## config.mk

```make
export PLATFORM = sky130hd
export DESIGN_NAME = and2_rr_sched
export DESIGN_NICKNAME = d
export VERILOG_FILES = /design/src/rtl/and2_rr_sched.sv
export SDC_FILE = /design/constraint.sdc
export NUM_CORES = 1
export LEC_CHECK = 0
export CORE_MARGIN = 3
export CORE_UTILIZATION = 46
export DETAILED_ROUTE_END_ITERATION = 6
export GPL_TIMING_DRIVEN = 0
export MAX_ROUTING_LAYER = met4
export PLACE_DENSITY = 0.82
export SYNTH_ARGS = -nofsm -noshare
export SYNTH_HDL_FRONTEND = slang
export SYNTH_SLANG_ARGS = --single-unit
```

## constraint.sdc

```tcl
create_clock -name clk -period 2.3 [get_ports clk]
set_clock_uncertainty 0.15 [all_clocks]
set_input_delay 0.23 -clock clk [delete_from_list [all_inputs] [get_ports clk]]
set_output_delay 0.23 -clock clk [all_outputs]
set_load 0.05 [all_outputs]
```

## src/rtl/and2_rr_sched.sv

```systemverilog
// Round-robin scheduler sharing one external and2 gate between NREQ requesters.
// The winner's operand pair is registered onto gate_bb, held for SETTLE_CYC cycles,
// then gate_r is sampled and returned with a one-cycle per-requester strobe.
module and2_rr_sched #(
  parameter int unsigned NREQ       = 4,
  parameter int unsigned SETTLE_CYC = 1
) (
  input  logic              clk,
  input  logic              rst_n,
  input  logic [NREQ-1:0]   req,
  input  logic [2*NREQ-1:0] opnd,
  output logic [1:0]        gate_bb,
  input  logic              gate_r,
  output logic [NREQ-1:0]   grant,
  output logic [NREQ-1:0]   rsp_valid,
  output logic              rsp_data,
  output logic              busy
);

  localparam int unsigned IW = (NREQ > 1) ? $clog2(NREQ) : 1;
  localparam int unsigned CW = (SETTLE_CYC > 1) ? $clog2(SETTLE_CYC) : 1;

  typedef enum logic [1:0] {
    StIdle,
    StSettle,
    StResp
  } state_e;

  state_e          state_q;
  logic [IW-1:0]   ptr_q;
  logic [IW-1:0]   win_q;
  logic [CW-1:0]   cnt_q;
  logic            mask_q;   // last winner excluded for one IDLE cycle

  logic            found;
  logic [IW-1:0]   win_idx;
  logic [NREQ-1:0] win_oh;
  logic [1:0]      win_pair;
  logic [31:0]     cand;

  // Search upward from the pointer (wrapping) for the first unmasked request.
  always_comb begin
    found   = 1'b0;
    win_idx = '0;
    cand    = '0;
    for (int unsigned i = 0; i < NREQ; i++) begin
      cand = {{(32-IW){1'b0}}, ptr_q} + i;
      if (cand >= NREQ) begin
        cand = cand - NREQ;
      end
      if (!found && req[cand[IW-1:0]] && !(mask_q && (cand[IW-1:0] == win_q))) begin
        found   = 1'b1;
        win_idx = cand[IW-1:0];
      end
    end
  end

  // Decode the winner into a one-hot grant and its operand pair.
  always_comb begin
    win_oh   = '0;
    win_pair = 2'b00;
    for (int unsigned i = 0; i < NREQ; i++) begin
      if (win_idx == IW'(i)) begin
        win_oh[i] = 1'b1;
        win_pair  = opnd[2*i +: 2];
      end
    end
  end

  // Scheduler FSM with all outputs registered.
  always_ff @(posedge clk or negedge rst_n) begin
    if (!rst_n) begin
      state_q   <= StIdle;
      ptr_q     <= '0;
      win_q     <= '0;
      cnt_q     <= '0;
      mask_q    <= 1'b0;
      gate_bb   <= 2'b00;
      grant     <= '0;
      rsp_valid <= '0;
      rsp_data  <= 1'b0;
      busy      <= 1'b0;
    end else begin
      case (state_q)
        StIdle: begin
          mask_q <= 1'b0;
          if (found) begin
            gate_bb <= win_pair;
            grant   <= win_oh;
            win_q   <= win_idx;
            cnt_q   <= CW'(SETTLE_CYC - 1);
            busy    <= 1'b1;
            state_q <= StSettle;
          end
        end
        StSettle: begin
          if (cnt_q == '0) begin
            rsp_data  <= gate_r;
            rsp_valid <= grant;
            state_q   <= StResp;
          end else begin
            cnt_q <= cnt_q - 1'b1;
          end
        end
        StResp: begin
          rsp_valid <= '0;
          grant     <= '0;
          busy      <= 1'b0;
          ptr_q     <= (win_q == IW'(NREQ - 1)) ? '0 : win_q + 1'b1;
          mask_q    <= 1'b1;
          state_q   <= StIdle;
        end
        default: state_q <= StIdle;
      endcase
    end
  end

endmodule

```

==> metrics.md <==
| Metric | Value |
|---|---|
| Critical Path RT | 2.34 ns |
| Fin crit share | 112% |
| Cts-stage hold buffer count | 0 |
| Worst Reg2Reg Path Length in Cells | 8 |
| Failing checks | negative setup slack |
| Final WS setup | -0.270 ns |
| Synth area leader | dfrtp_1 |
| Clk_lat worst skew | 0.30 ns |
| Asr flop ratio synth | 100% |
| Port buffer count | 26 |
| Placer congestion estimate | 0.869 |
| Vias/cell | 6.25 |
| Chip width | 60.4 microns |
| Sequential share of the synthesized area | 35.0% |
| Crit path largest cell delay | 0.50 ns |
| Cells after Synth | 137 |
| Place WS | -0.381 ns |
| CTS tree | built |
| All-Layer GR Usage | 25.3% |
| EDFF count, synth | 0 |
| Setup violations, final | 10 |
| # DRC | 0 |
| Number of global-route vias before repair | 1368 |
| Total global routing overflow | 0 |
| Flop2flop setup slack | -0.27 ns |
| R2r endpoint | grant[0] |
| Top cells by area, synth | dfrtp_1 35%, mux2i_1 5.2%, ha_1 4.6% |
| R2r startpoint | win_q[1] |
| Kind of critical path | flop to flop |
| Area growth from synthesis to layout | 52.3% |
| Layout cells sized above 1 | 39.0% |
| Run status | finished with violations |
| I/O Pins | 27 |
| Final #Nets | 203 |
| Critical Path Source Type | flop |
| RSZ-0062 raised after global routing | yes |
| Fmax | 389 MHz |
| Cell area after synthesis | 1360 sq um |
| Post-synth net total | 157 |
| Syn Area/Cell | 9.93 sq um |
| H-tree depth | 1 |
| Most frequent cells in the layout | 26 x clkdlybuf4s50_1, 17 x dfrtp_1, 11 x buf_4 |
| Starting Density | 48.9% |
| Die Y | 60.4 microns |
| Crit-path cells | or3b_4 > a32oi_4 > o32ai_4 > a211oi_1 > a211oi_2 > buf_4 > a22oi_2 > o21ai_2 |
| Top cell type's share of synthesized area | 35.0% |
| Final Max Slew Viols | 0 |
| Ant diodes | 0 |
| Clk pin slew, worst setup/hold paths | 0.12 ns |
| Worst path arrival time | 2.61 ns |
| Slowest CP cell | dfrtp_2 |
| Slew headroom | 45.6% |
| Core ar. | 2780 sq um |
| Total CTS buffers | 3 |
| Worst Setup End Kind | flop |
| Max cap viols | 0 |
| DR vias | 1332 |
| Post-DRT Antenna Nets | 0 |
| Wire per inst | 20.1 microns |
| Post-Route WL | 4290 microns |
| Netlist cell types | 51 |
| First-pass GRT wire length | 6580 microns |
| Root Buffer | clkbuf_4 |
| Die area | 3650 sq um |
| Number of fill cells in the layout | 187 |
| Register area | 478 sq um |
| Detailed Route Iter0 Violations | 61 |
| Row count | 19 |
| Multi-input gate area | 1030 sq um |
| Fin util | 74.5% |
| DP HPWL | 2340 microns |
| Clk buf depth | 2 |
| Slew @ Worst Pin | 0.813 ns |
| Warnings, synthesis | 0 |
| Flops & latches, synth | 19 |
| Pin count of the biggest net entering global routing | 20 |
| Most common cell after layout, fill and taps aside | clkdlybuf4s50_1 |
| Hold crit path type | input port to asynchronous set/reset pin |
| DRT Pass-1 Iters | 4 |
| Tmin final | 2.57 ns |
| Endpoints failing hold | 0 |
| Crit Path Max Fanout | 7 |
| # clock sinks | 19 |
| Synth Flop Type | dfrtp_1 |
| Initial antenna violation count | 0 |
sequential cells by signal (all words and copies together), names as in the netlist, 2 cells and up:
name / flops
grant: 4
rsp_valid: 4
gate_bb: 2
ptr_q: 2
state_q: 2
win_q: 2
area by class of cell:
type,instances,area share [%]
Buffer,5,2.36
Inverter,11,2.29
Tap cell,31,1.87
Clock inverter,1,0.242
Timing Repair Buffer,41,19.1
Sequential cell,19,23.1
Multi-Input combinational cell,102,49.9
Clock buffer,3,1.09
cell usage after synthesis, drive strengths merged (2+ instances only):
library cell / count
dfrtp: 19
nor2: 11
o21ai: 11
inv: 10
nand2: 9
nand3b: 8
mux2i: 7
mux2: 6
a211oi: 5
ha: 5
a21oi: 4
buf: 4
a32oi: 3
and2: 3
nor3: 3
a22o: 2
a22oi: 2
nor2b: 2
nor4: 2
o221a: 2
o32a: 2
o32ai: 2
worst max-delay path, delay by kind of cell (launching register included):
family          cells  cell delay, ns
compound gates      6            1.20
buf+inv             1            0.18
flops               1            0.50
simple gates        1            0.41
stage by stage:
stage,hold WS [ns],setup TNS [ns],instance area (sq um),cells
finish,0.231,-2.13,2070,213
detailed placement,0.364,-2.67,1670,194
CTS,0.261,-0.953,1970,208
global route,0.293,-2.84,2070,213
global placement,0.343,-2.23,1670,194
floorplan,-0.216,0,1370,137
layer usage:
| layer | vias to the layer above | share of wire [%] | track usage, % | wire [microns] |
|---|---|---|---|---|
| met2 | 61 | 53 | 43.8 | 2280 |
| met3 | 14 | 4.4 | 3.62 | 189 |
| met5 | - | 0 | - | 0 |
| met1 | 660 | 39 | 28.7 | 1680 |
| li1 | 597 | - | - | - |
| met4 | 0 | 3.1 | 11.4 | 135 |
cell families (layout without fill, tap and decap cells):
logic type	after synthesis	after routing	synth area share, %
xor+xnor	1	1	0.644
flops	19	19	35.0
simple gates	43	43	18.3
buf+inv	16	61	5.89
fa+ha+maj	5	5	4.60
mux	13	13	10.7
compound gates	40	40	24.9
how the worst max path moves through the flow:
stage | from | to | slack [ns] | depth (start not counted)
after floorplan | win_q[0] | gate_bb[0] | 0.02 | 8
after global placement | req[3] | gate_bb[0] | -0.35 | 8
after detailed placement | req[3] | gate_bb[0] | -0.38 | 8
after CTS | win_q[1] | gate_bb[0] | -0.16 | 7
after global routing | win_q[1] | grant[0] | -0.36 | 8
final | win_q[1] | grant[0] | -0.27 | 8
timing repair:
action / 4_1_cts / 5_1_grt
pin swaps: 9 / 12
setup buffers: 10 / 6
resized for setup: 32 / 13
gates cloned: 0 / 0
endpoints found under the hold margin: 0 / 0
setup endpoints to repair: 10 / 10
Power is left out: the tool's default activity adds up to more than one toggle a clock period on the data nets, which glitch-free logic cannot reach.
